## config.mk

```make
export PLATFORM = sky130hd
export DESIGN_NAME = pipeline_ctrl_flat
export DESIGN_NICKNAME = d
export VERILOG_FILES = /design/src/rtl/pipeline_ctrl_if.sv /design/src/rtl/pipeline_ctrl.sv /design/src/flat_wrapper.sv
export SDC_FILE = /design/constraint.sdc
export NUM_CORES = 1
export LEC_CHECK = 0
export ABC_AREA = 0
export CAP_MARGIN = 30
export CORE_MARGIN = 1.5
export CORE_UTILIZATION = 43
export DETAILED_ROUTE_END_ITERATION = 12
export PLACE_DENSITY = 0.78
export SLEW_MARGIN = 25
export SYNTH_ARGS = -nofsm -noshare
export SYNTH_HDL_FRONTEND = slang
export SYNTH_SLANG_ARGS = --single-unit
```

## constraint.sdc

```tcl
create_clock -name clock -period 2.2 [get_ports clock]
set_clock_uncertainty 0.05 [all_clocks]
set_input_delay 0.22 -clock clock [delete_from_list [all_inputs] [get_ports clock]]
set_output_delay 0.22 -clock clock [all_outputs]
set_load 0.1 [all_outputs]
```

## src/rtl/pipeline_ctrl_if.sv

```systemverilog
// Handshake bundle between the pipeline datapath and its hazard/stall sequencer.
// The master side is the pipeline (it reports hazards). The slave side is the
// controller (it returns the pause/bubble controls).
interface pipeline_ctrl_if #(
  parameter int CNT_W = 32
);
  logic [4:0]       id_rs1;
  logic [4:0]       id_rs2;
  logic             id_use_rs1;
  logic             id_use_rs2;
  logic [4:0]       ex_rd;
  logic             ex_is_load;
  logic             ex_redirect;
  logic             mdu_start;
  logic             mdu_done;
  logic             imem_ready;
  logic             dmem_req;
  logic             dmem_ready;

  logic             pc_pause;
  logic             if_id_pause;
  logic             if_id_bubble;
  logic             id_ex_pause;
  logic             id_ex_bubble;
  logic             ex_mem_pause;
  logic             ex_mem_bubble;
  logic             mem_wb_pause;
  logic             mem_wb_bubble;
  logic             mem_fault;
  logic [CNT_W-1:0] stall_cnt;

  modport master (
    output id_rs1, id_rs2, id_use_rs1, id_use_rs2, ex_rd, ex_is_load,
           ex_redirect, mdu_start, mdu_done, imem_ready, dmem_req, dmem_ready,
    input  pc_pause, if_id_pause, if_id_bubble, id_ex_pause, id_ex_bubble,
           ex_mem_pause, ex_mem_bubble, mem_wb_pause, mem_wb_bubble,
           mem_fault, stall_cnt
  );

  modport slave (
    input  id_rs1, id_rs2, id_use_rs1, id_use_rs2, ex_rd, ex_is_load,
           ex_redirect, mdu_start, mdu_done, imem_ready, dmem_req, dmem_ready,
    output pc_pause, if_id_pause, if_id_bubble, id_ex_pause, id_ex_bubble,
           ex_mem_pause, ex_mem_bubble, mem_wb_pause, mem_wb_bubble,
           mem_fault, stall_cnt
  );
endinterface

```

## src/rtl/pipeline_ctrl.sv

```systemverilog
// Hazard and stall sequencer for the 5-stage pipeline.
// The sources are, from highest to lowest priority: dmem wait, MDU busy,
// branch redirect, load-use and fetch wait. Each source maps to pause/bubble
// controls on the four stage registers and to a PC hold. The block also drops
// wrong-path fetches after a redirect. It times out hung data accesses and
// counts stalled cycles.
module pipeline_ctrl #(
  parameter int MEM_TIMEOUT = 255,
  parameter int CNT_W       = 32
) (
  input logic         clock,
  input logic         resetn,
  pipeline_ctrl_if.slave bus
);

  typedef enum logic [1:0] {RUN, MEM_WAIT, MDU_WAIT} state_t;

  localparam logic [7:0]       TIMEOUT_C = 8'(MEM_TIMEOUT);
  localparam logic [CNT_W-1:0] CNT_MAX   = '1;

  state_t           state_q, state_d;
  logic             kill_fetch_q, kill_fetch_d;
  logic [7:0]       wait_cnt_q, wait_cnt_d;
  logic [CNT_W-1:0] stall_cnt_q, stall_cnt_d;

  logic timeout_now;
  logic p1_mem, p2_mdu, p3_redir, p4_lduse, p5_fetch;

  logic pc_pause, if_id_pause, if_id_bubble, id_ex_pause, id_ex_bubble;
  logic ex_mem_pause, ex_mem_bubble, mem_wb_pause, mem_wb_bubble, mem_fault;

  // Hazard detection terms shared by the next-state and output logic
  always_comb begin
    timeout_now = (state_q == MEM_WAIT) && (wait_cnt_q == TIMEOUT_C) && !bus.dmem_ready;
    p1_mem      = bus.dmem_req && !bus.dmem_ready && !timeout_now;
    p2_mdu      = !bus.mdu_done &&
                  ((state_q == MDU_WAIT) || ((state_q == RUN) && bus.mdu_start));
    p3_redir    = bus.ex_redirect;
    p4_lduse    = bus.ex_is_load && (bus.ex_rd != 5'd0) &&
                  ((bus.id_use_rs1 && (bus.id_rs1 == bus.ex_rd)) ||
                   (bus.id_use_rs2 && (bus.id_rs2 == bus.ex_rd)));
    p5_fetch    = !bus.imem_ready || kill_fetch_q;
  end

  // State register
  always_ff @(posedge clock or negedge resetn) begin
    if (!resetn) begin
      state_q    <= RUN;
      wait_cnt_q <= 8'd0;
    end else begin
      state_q    <= state_d;
      wait_cnt_q <= wait_cnt_d;
    end
  end

  // Next-state logic: the dmem wait outranks the MDU wait, so an MDU wait stays put under a dmem stall
  always_comb begin
    state_d    = state_q;
    wait_cnt_d = wait_cnt_q;
    unique case (state_q)
      RUN: begin
        if (p1_mem) begin
          state_d    = MEM_WAIT;
          wait_cnt_d = 8'd1;
        end else if (bus.mdu_start && !bus.mdu_done) begin
          state_d = MDU_WAIT;
        end
      end
      MEM_WAIT: begin
        if (bus.dmem_ready || timeout_now) begin
          state_d    = RUN;
          wait_cnt_d = 8'd0;
        end else begin
          wait_cnt_d = wait_cnt_q + 8'd1;
        end
      end
      MDU_WAIT: begin
        if (!p1_mem && bus.mdu_done) begin
          state_d = RUN;
        end
      end
      default: begin
        state_d    = RUN;
        wait_cnt_d = 8'd0;
      end
    endcase
  end

  // Output logic: the first matching hazard wins, and reset flushes every stage
  always_comb begin
    pc_pause      = 1'b0;
    if_id_pause   = 1'b0;
    if_id_bubble  = 1'b0;
    id_ex_pause   = 1'b0;
    id_ex_bubble  = 1'b0;
    ex_mem_pause  = 1'b0;
    ex_mem_bubble = 1'b0;
    mem_wb_pause  = 1'b0;
    mem_wb_bubble = 1'b0;
    mem_fault     = 1'b0;
    if (!resetn) begin
      pc_pause      = 1'b1;
      if_id_bubble  = 1'b1;
      id_ex_bubble  = 1'b1;
      ex_mem_bubble = 1'b1;
      mem_wb_bubble = 1'b1;
    end else begin
      // A timed-out access is dropped: the MEM result never reaches writeback
      if (timeout_now) begin
        mem_fault     = 1'b1;
        mem_wb_bubble = 1'b1;
      end
      if (p1_mem) begin
        pc_pause      = 1'b1;
        if_id_pause   = 1'b1;
        id_ex_pause   = 1'b1;
        ex_mem_pause  = 1'b1;
        mem_wb_bubble = 1'b1;
      end else if (p2_mdu) begin
        pc_pause      = 1'b1;
        if_id_pause   = 1'b1;
        id_ex_pause   = 1'b1;
        ex_mem_bubble = 1'b1;
      end else if (p3_redir) begin
        if_id_bubble  = 1'b1;
        id_ex_bubble  = 1'b1;
      end else if (p4_lduse) begin
        pc_pause      = 1'b1;
        if_id_pause   = 1'b1;
        id_ex_bubble  = 1'b1;
      end else if (p5_fetch) begin
        pc_pause      = !bus.imem_ready;
        if_id_bubble  = 1'b1;
      end
    end
  end

  // Wrong-path fetch tracking: a redirect with a fetch still in flight marks the returning word for disposal
  always_comb begin
    kill_fetch_d = kill_fetch_q;
    if (p3_redir && !bus.imem_ready && !p1_mem && !p2_mdu) begin
      kill_fetch_d = 1'b1;
    end else if (bus.imem_ready) begin
      kill_fetch_d = 1'b0;
    end
  end

  // Saturating count of PC-hold cycles
  always_comb begin
    stall_cnt_d = stall_cnt_q;
    if (pc_pause && (stall_cnt_q != CNT_MAX)) begin
      stall_cnt_d = stall_cnt_q + 1'b1;
    end
  end

  // Auxiliary registers: kill flag and stall counter
  always_ff @(posedge clock or negedge resetn) begin
    if (!resetn) begin
      kill_fetch_q <= 1'b0;
      stall_cnt_q  <= '0;
    end else begin
      kill_fetch_q <= kill_fetch_d;
      stall_cnt_q  <= stall_cnt_d;
    end
  end

  assign bus.pc_pause      = pc_pause;
  assign bus.if_id_pause   = if_id_pause;
  assign bus.if_id_bubble  = if_id_bubble;
  assign bus.id_ex_pause   = id_ex_pause;
  assign bus.id_ex_bubble  = id_ex_bubble;
  assign bus.ex_mem_pause  = ex_mem_pause;
  assign bus.ex_mem_bubble = ex_mem_bubble;
  assign bus.mem_wb_pause  = mem_wb_pause;
  assign bus.mem_wb_bubble = mem_wb_bubble;
  assign bus.mem_fault     = mem_fault;
  assign bus.stall_cnt     = stall_cnt_q;

endmodule

```

## src/flat_wrapper.sv

```systemverilog
// flat-port wrapper written by rule: the top's interface ports become plain ports
module pipeline_ctrl_flat 
#(
  parameter int MEM_TIMEOUT = 255,
  parameter int CNT_W       = 32
)
  (clock, resetn, bus_id_rs1, bus_id_rs2, bus_id_use_rs1, bus_id_use_rs2, bus_ex_rd, bus_ex_is_load, bus_ex_redirect, bus_mdu_start, bus_mdu_done, bus_imem_ready, bus_dmem_req, bus_dmem_ready, bus_pc_pause, bus_if_id_pause, bus_if_id_bubble, bus_id_ex_pause, bus_id_ex_bubble, bus_ex_mem_pause, bus_ex_mem_bubble, bus_mem_wb_pause, bus_mem_wb_bubble, bus_mem_fault, bus_stall_cnt);
  pipeline_ctrl_if #(.CNT_W(CNT_W)) bus_i ();
  input logic clock;
  input logic resetn;
  input wire logic [$bits(bus_i.id_rs1)-1:0] bus_id_rs1;
  input wire logic [$bits(bus_i.id_rs2)-1:0] bus_id_rs2;
  input wire logic [$bits(bus_i.id_use_rs1)-1:0] bus_id_use_rs1;
  input wire logic [$bits(bus_i.id_use_rs2)-1:0] bus_id_use_rs2;
  input wire logic [$bits(bus_i.ex_rd)-1:0] bus_ex_rd;
  input wire logic [$bits(bus_i.ex_is_load)-1:0] bus_ex_is_load;
  input wire logic [$bits(bus_i.ex_redirect)-1:0] bus_ex_redirect;
  input wire logic [$bits(bus_i.mdu_start)-1:0] bus_mdu_start;
  input wire logic [$bits(bus_i.mdu_done)-1:0] bus_mdu_done;
  input wire logic [$bits(bus_i.imem_ready)-1:0] bus_imem_ready;
  input wire logic [$bits(bus_i.dmem_req)-1:0] bus_dmem_req;
  input wire logic [$bits(bus_i.dmem_ready)-1:0] bus_dmem_ready;
  output wire logic [$bits(bus_i.pc_pause)-1:0] bus_pc_pause;
  output wire logic [$bits(bus_i.if_id_pause)-1:0] bus_if_id_pause;
  output wire logic [$bits(bus_i.if_id_bubble)-1:0] bus_if_id_bubble;
  output wire logic [$bits(bus_i.id_ex_pause)-1:0] bus_id_ex_pause;
  output wire logic [$bits(bus_i.id_ex_bubble)-1:0] bus_id_ex_bubble;
  output wire logic [$bits(bus_i.ex_mem_pause)-1:0] bus_ex_mem_pause;
  output wire logic [$bits(bus_i.ex_mem_bubble)-1:0] bus_ex_mem_bubble;
  output wire logic [$bits(bus_i.mem_wb_pause)-1:0] bus_mem_wb_pause;
  output wire logic [$bits(bus_i.mem_wb_bubble)-1:0] bus_mem_wb_bubble;
  output wire logic [$bits(bus_i.mem_fault)-1:0] bus_mem_fault;
  output wire logic [$bits(bus_i.stall_cnt)-1:0] bus_stall_cnt;
  assign bus_i.id_rs1 = bus_id_rs1;
  assign bus_i.id_rs2 = bus_id_rs2;
  assign bus_i.id_use_rs1 = bus_id_use_rs1;
  assign bus_i.id_use_rs2 = bus_id_use_rs2;
  assign bus_i.ex_rd = bus_ex_rd;
  assign bus_i.ex_is_load = bus_ex_is_load;
  assign bus_i.ex_redirect = bus_ex_redirect;
  assign bus_i.mdu_start = bus_mdu_start;
  assign bus_i.mdu_done = bus_mdu_done;
  assign bus_i.imem_ready = bus_imem_ready;
  assign bus_i.dmem_req = bus_dmem_req;
  assign bus_i.dmem_ready = bus_dmem_ready;
  assign bus_pc_pause = bus_i.pc_pause;
  assign bus_if_id_pause = bus_i.if_id_pause;
  assign bus_if_id_bubble = bus_i.if_id_bubble;
  assign bus_id_ex_pause = bus_i.id_ex_pause;
  assign bus_id_ex_bubble = bus_i.id_ex_bubble;
  assign bus_ex_mem_pause = bus_i.ex_mem_pause;
  assign bus_ex_mem_bubble = bus_i.ex_mem_bubble;
  assign bus_mem_wb_pause = bus_i.mem_wb_pause;
  assign bus_mem_wb_bubble = bus_i.mem_wb_bubble;
  assign bus_mem_fault = bus_i.mem_fault;
  assign bus_stall_cnt = bus_i.stall_cnt;
  pipeline_ctrl #(.MEM_TIMEOUT(MEM_TIMEOUT), .CNT_W(CNT_W)) u_core (.clock(clock), .resetn(resetn), .bus(bus_i));
endmodule
```

==> results.json, run 1 <==
{
  "status": "finished with violations",
  "violations": "negative setup slack",
  "synth_common_cells": "dfrtp_1 (43), xnor2_1 (28), nor2_1 (26), nand2_1 (24), nand4_1 (19)",
  "fin_util": 0.722,
  "wl_met3_um": 283,
  "cap_violations": 0,
  "netlist_area_mm2": 0.00233,
  "syn_avg_cell_area_um2": 9.31,
  "first_pass_iters": 4,
  "fin_ws_ns": -0.00317,
  "synthArstFlopShare": 1.00,
  "ir_drop_mv": 1.03,
  "met1_length_mm": 2.93,
  "rsz0062_at_grt": "true",
  "placedCellCount": 412,
  "grt_pass1_wl_mm": 11.0,
  "clk_path_buf_depth": 2,
  "min_period_ns": 2.20,
  "cts_buffers": 5,
  "ys_seq_area_frac": 0.462,
  "clock_latency_ns": 0.30,
  "clkTransAtPathRegs_ns": 0.08,
  "core_mm2": 0.00517,
  "yosysTopAreaCell": "dfrtp_1",
  "die_x_um": 76.6,
  "p_per_area_mw_per_mm2": 824,
  "drcViolationCount": 0,
  "ys_top_cells_by_area": "dfrtp_1 (46%), xnor2_1 (11%), nand4_1 (5.1%)",
  "fin_area_mm2": 0.00373,
  "fill_cells": 382,
  "slew_violations": 0,
  "pre_cts_ws_ns": -0.442,
  "routedWlPerCell_um": 15.4,
  "dpl_cell_area_mm2": 0.00345,
  "whs_path_depth": 1,
  "hold_violations": 0,
  "route.top_layer_used": "met4",
  "cts_sinks": 43,
  "crit_type": "register to primary output",
  "cellLeakagePower_nw": 1.53,
  "r2r_slack_ns": 0.07,
  "dp_hpwl_mm": 4.66,
  "grt_max_degree": 30,
  "vias": 2316,
  "cts_tree": "yes",
  "gr-total-overflow": 0,
  "yosysMostFrequentCell": "dfrtp_1",
  "yosys_warnings": 0,
  "reg2reg_from": "u_core.wait_cnt_q[1]$_DFFE_PN0P_",
  "synth_cell_type_count": 39,
  "syn-num-nets": 278,
  "root_buffer": "clkbuf_8",
  "fin_nets": 387,
  "via_per_inst": 5.39,
  "whs_ns": 0.438,
  "synth_edf_count": 0,
  "crit_required_ns": 1.93,
  "ios": 68,
  "hp-start": "u_core.bus.stall_cnt[22]$_DFFE_PN0P_",
  "fin_setup_tns_ns": -0.00317,
  "gp_congestion": 0.877,
  "reg2regPathDepth": 10,
  "grt_pass1_vias": 2294,
  "finalSetupViolations": 1,
  "synth-seq-cells": 43,
  "fin_total_pwr_mw": 3.08,
  "startpoint_type": "register",
  "stdcell_count": 430,
  "row_count": 26,
  "antenna_found_initial": 0,
  "synth_top_cell_area_share": 0.462,
  "area_growth_pct": 60.4,
  "syn_inst": 250,
  "die_y_um": 76.6,
  "synthFlopType": "dfrtp_1",
  "drt_iter0_drc": 101,
  "crit_arrival_ns": 1.93,
  "finalCritPeriodShare": 1.00,
  "gr-usage-all-layers": 0.237,
  "critPathMaxFanout": 3,
  "antenna_left": 0,
  "dieArea_mm2": 0.00586,
  "crit_path_end_kind": "primary output",
  "io_buffers": 66,
  "htreeDepth": 2,
  "fmax_mhz": 454,
  "layout-drive-gt1-share": 0.417,
  "wl_met2_mm": 3.31,
  "initial_core_util": 0.450,
  "timing.rr.end": "u_core.bus.stall_cnt[25]$_DFFE_PN0P_",
  "routed_wl_mm": 6.63,
  "diodes": 0,
  "hold_end": "u_core.bus.stall_cnt[22]$_DFFE_PN0P_",
  "hp-class": "register to register"
}
==> worst max-delay path: stages (launching register included) <==
cell	delay, ns
dfrtp_1	0.40
ha_4	0.17
nand3_4	0.08
buf_6	0.14
nor2_4	0.11
nand3_4	0.08
or2_4	0.25
nor3b_4	0.21
buf_12	0.20
==> where the power goes <==
group	total, mW	switching [mW]	internal, mW
Clock	0.486	0.260	0.226
Sequential	1.08	0.149	0.936
Combinational	1.50	1.07	0.438
Total	3.08	1.48	1.60
==> final cells by class <==
cell class                 instances  area [um2]  area share
clock buffer                       8        80.1      0.0214
sequential                        43        1150       0.307
tap                               70        87.6      0.0235
inverter                           6        25.0     0.00670
multi-input combinational        197        1420       0.381
timing repair buffer             106         971       0.260
==> cells by family (layout without fill, tap and decap cells) <==
kind of cell,Yosys count,after routing,synth area share
compound gates,31,31,0.0823
xor+xnor,39,39,0.147
fa+ha+maj,2,2,0.0108
buf+inv,10,120,0.0226
flops,43,43,0.462
mux,1,1,0.00484
other cells,1,1,0.00161
simple gates,123,123,0.269
==> state kept, by name (all words and copies together), names as in the netlist <==
| name | flops |
|---|---|
| u_core.kill_fetch_q | 1 |
| u_core.wait_cnt_q | 8 |
| u_core.bus.stall_cnt | 32 |
| u_core.state_q | 2 |
==> worst max-delay path by stage <==
stage,start,endpoint,slack (ns),cells past startpoint
2_1_floorplan,u_core.wait_cnt_q[0]$_DFFE_PN0P_,bus_mem_wb_bubble,-0.38,5
5_1_grt,u_core.wait_cnt_q[1]$_DFFE_PN0P_,bus_mem_fault,-0.09,8
3_3_place_gp,bus_ex_rd[2],u_core.bus.stall_cnt[31]$_DFFE_PN0P_,-0.32,10
6_report,u_core.wait_cnt_q[1]$_DFFE_PN0P_,bus_mem_fault,-0.003,8
3_5_place_dp,bus_ex_rd[0],u_core.bus.stall_cnt[21]$_DFFE_PN0P_,-0.44,10
4_1_cts,u_core.state_q[1]$_DFFE_PN0P_,bus_pc_pause,-0.11,8
==> per-layer routing <==
layer  track usage  up-vias
li1              -     1104
met1         0.306     1137
met2         0.389       64
met3        0.0563       11
met4        0.0833        0
met5             0        -
==> layout by cell type (no fill, tap or decap), types with 4 or more instances in the layout <==
cell	count
nand2_1	24
nand4_1	19
dfrtp_4	13
dfrtp_2	17
buf_12	9
nor2_1	23
clkdlybuf4s50_1	17
xnor2_1	28
nor3_1	6
inv_1	5
nand3_1	13
o21ai_0	10
clkbuf_8	5
dlygate4sd2_1	5
dfrtp_1	13
and2_1	4
xor2_1	11
a21oi_1	4
and3_1	6
buf_4	70
==> repair_timing <==
action	CTS	global route
pin swaps	9	15
cloned	0	0
endpoints found under the setup margin	37	24
endpoints found under the hold margin	20	0
buffers inserted	7	2
gates resized for setup	20	16
hold buffers	1	0
(Power assumes the default switching activity.)
==> run 2: changes to the inputs <==
REMOVE_ABC_BUFFERS = 1   (was not set)
==> run 2 against run 1 <==
- the run still ends with negative setup slack left
- worst hold slack lost 0.41 ns
- cell area increased by 0.50%
- utilization increased by 0.36 points
- via count rose by 0.30%
- critical path depth is 1 higher
- sequential share of layout area shrank 2.0 points
- sequential power is 5% lower
- fmax decreased by 1.2%
- register-to-register slack got worse by 0.10 ns
- global-route usage is 1.9 points lower
- cell count decreased by 0.47%
- critical endpoint is now u_core.bus.stall_cnt[18]$_DFFE_PN0P_
- largest cell class unchanged
==> results.json, run 2 (synthesized netlist as in run 1, its figures left out) <==
{
  "grt_max_degree": 52,
  "cellLeakagePower_nw": 1.63,
  "min_period_ns": 2.23,
  "dieArea_mm2": 0.00586,
  "drt_iter0_drc": 174,
  "mostFrequentLayoutCells": "buf_4 (66), dfrtp_1 (43), xnor2_1 (26)",
  "met1_length_mm": 2.68,
  "row_count": 26,
  "core_mm2": 0.00517,
  "fin_nets": 385,
  "fmax_mhz": 448,
  "fin_setup_tns_ns": -0.112,
  "setup.worst_path.end": "u_core.bus.stall_cnt[18]$_DFFE_PN0P_",
  "fin_area_mm2": 0.00375,
  "cts_buffers": 5,
  "dp_hpwl_mm": 4.50,
  "cp.depth": 9,
  "reg2regPathDepth": 9,
  "grt_pass1_vias": 2280,
  "gr-total-overflow": 0,
  "crit_arrival_ns": 2.35,
  "gp_congestion": 0.843,
  "die_x_um": 76.6,
  "cts_sinks": 43,
  "stdcell_count": 428,
  "critPathMaxFanout": 7,
  "cts_tree": "yes",
  "io_buffers": 66,
  "first_pass_iters": 4,
  "antenna_left": 0,
  "clock_latency_ns": 0.29,
  "final_common_cell": "buf_4",
  "max_stage_delay_ns": 0.43,
  "diodes": 0,
  "via_per_inst": 5.43,
  "crit_path_end_kind": "register",
  "root_buffer": "clkbuf_8",
  "antenna_found_initial": 0,
  "largest_register_ffs": 32,
  "fin_total_pwr_mw": 3.27,
  "p_per_area_mw_per_mm2": 871,
  "htreeDepth": 2,
  "wl_met2_mm": 3.52,
  "worstPathCellList": "nand2b_4 > nor4_4 > o21ai_2 > a211oi_2 > buf_4 > or2_4 > buf_8 > nor3_2 > xor2_1",
  "crit_required_ns": 2.32,
  "status": "finished with violations",
  "cp-startpoint": "u_core.state_q[1]$_DFFE_PN0P_",
  "timing.rr.end": "u_core.bus.stall_cnt[18]$_DFFE_PN0P_",
  "wl_met3_um": 340,
  "violations": "negative setup slack",
  "rsz0062_at_grt": "true",
  "tightest_slew_ns": 0.595,
  "dpl_cell_area_mm2": 0.00327,
  "route.top_layer_used": "met4",
  "seq_area_mm2": 0.00108,
  "startpoint_type": "register",
  "crit_type": "register to register",
  "ios": 68,
  "hold_violations": 0,
  "fin_ws_ns": -0.0306,
  "clkTransAtPathRegs_ns": 0.08,
  "die_y_um": 76.6,
  "slew_headroom": 0.603,
  "r2r_slack_ns": -0.03,
  "fin_util": 0.725,
  "grt_pass1_wl_mm": 10.4,
  "gr-usage-all-layers": 0.219,
  "multi_input_area_mm2": 0.00147,
  "initial_core_util": 0.450,
  "critPathSlowestCell": "dfrtp_1",
  "routed_wl_mm": 6.63,
  "clk_path_buf_depth": 2,
  "routedWlPerCell_um": 15.5,
  "reg2reg_from": "u_core.state_q[1]$_DFFE_PN0P_",
  "fill_cells": 362,
  "hp-class": "input port to asynchronous set/reset pin",
  "layout-drive-gt1-share": 0.366,
  "path_buf_inv": 2,
  "vias": 2323,
  "drcViolationCount": 0,
  "area_growth_pct": 61.2,
  "placedCellCount": 411,
  "ir_drop_mv": 0.847,
  "finalCritPeriodShare": 1.01,
  "cap_violations": 0,
  "finalSetupViolations": 9,
  "critPathTopFamily": "simple AND/OR/NAND/NOR gates",
  "slew_violations": 0
}
run 2: changes by cell type in the layout (fill, tap and decap cells not counted), moves of 8 or more:
cell | previous run | this run
clkdlybuf4s50_1 | 17 | 9
dfrtp_1 | 13 | 43
dfrtp_2 | 17 | 0
dfrtp_4 | 13 | 0
run 2: stage by stage:
stage	setup slack, ns	hold slack (ns)
final	-0.0306	0.0290
after global routing	-0.109	0.0721
after CTS	-0.0112	0.0142
after detailed placement	-0.405	0.331
after global placement	-0.343	0.327
after floorplan	-1.65	-0.126
run 2: how the worst min path moves through the flow:
stage | endpoint | slack, ns | depth (start not counted)
floorplan | u_core.bus.stall_cnt[0]$_DFFE_PN0P_ | -0.13 | 0
global placement | u_core.kill_fetch_q$_DFFE_PN0P_ | 0.33 | 2
detailed placement | u_core.kill_fetch_q$_DFFE_PN0P_ | 0.33 | 2
CTS | u_core.wait_cnt_q[0]$_DFFE_PN0P_ | 0.01 | 2
global route | u_core.wait_cnt_q[2]$_DFFE_PN0P_ | 0.07 | 2
finish | u_core.kill_fetch_q$_DFFE_PN0P_ | 0.03 | 2
run 2: worst register-to-register path, stage by stage (launching register included):
cell and delay (ns):
dfrtp_1 0.43, nand2b_4 0.18, nor4_4 0.32, o21ai_2 0.11, a211oi_2 0.32, buf_4 0.20
or2_4 0.13, buf_8 0.15, nor3_2 0.07, xor2_1 0.16
run 2: area by class of cell:
class	count	share of cell area
repair buffers	104	0.257
clock buffers	6	0.0193
inverters	6	0.00600
well taps	70	0.0233
flip-flops and latches	43	0.287
multi-input cells	197	0.391
clock inverters	2	0.0160
run 2: power by group:
part | switching (mW) | total [mW] | internal, mW
clock network | 0.261 | 0.715 | 0.454
registers | 0.141 | 1.03 | 0.894
logic | 1.09 | 1.52 | 0.433
total | 1.49 | 3.27 | 1.78
run 2: metal layers:
layer	vias to the layer above	global-route usage
met5	-	0
met4	0	0.0593
met3	12	0.0515
met2	79	0.388
met1	1129	0.264
li1	1103	-
run 2: repair_timing:
| action | 4_1_cts | 5_1_grt |
|---|---|---|
| hold buffers | 0 | 0 |
| setup endpoints to repair | 40 | 28 |
| pin swaps | 13 | 28 |
| gates resized for setup | 35 | 49 |
| buffers inserted | 6 | 3 |
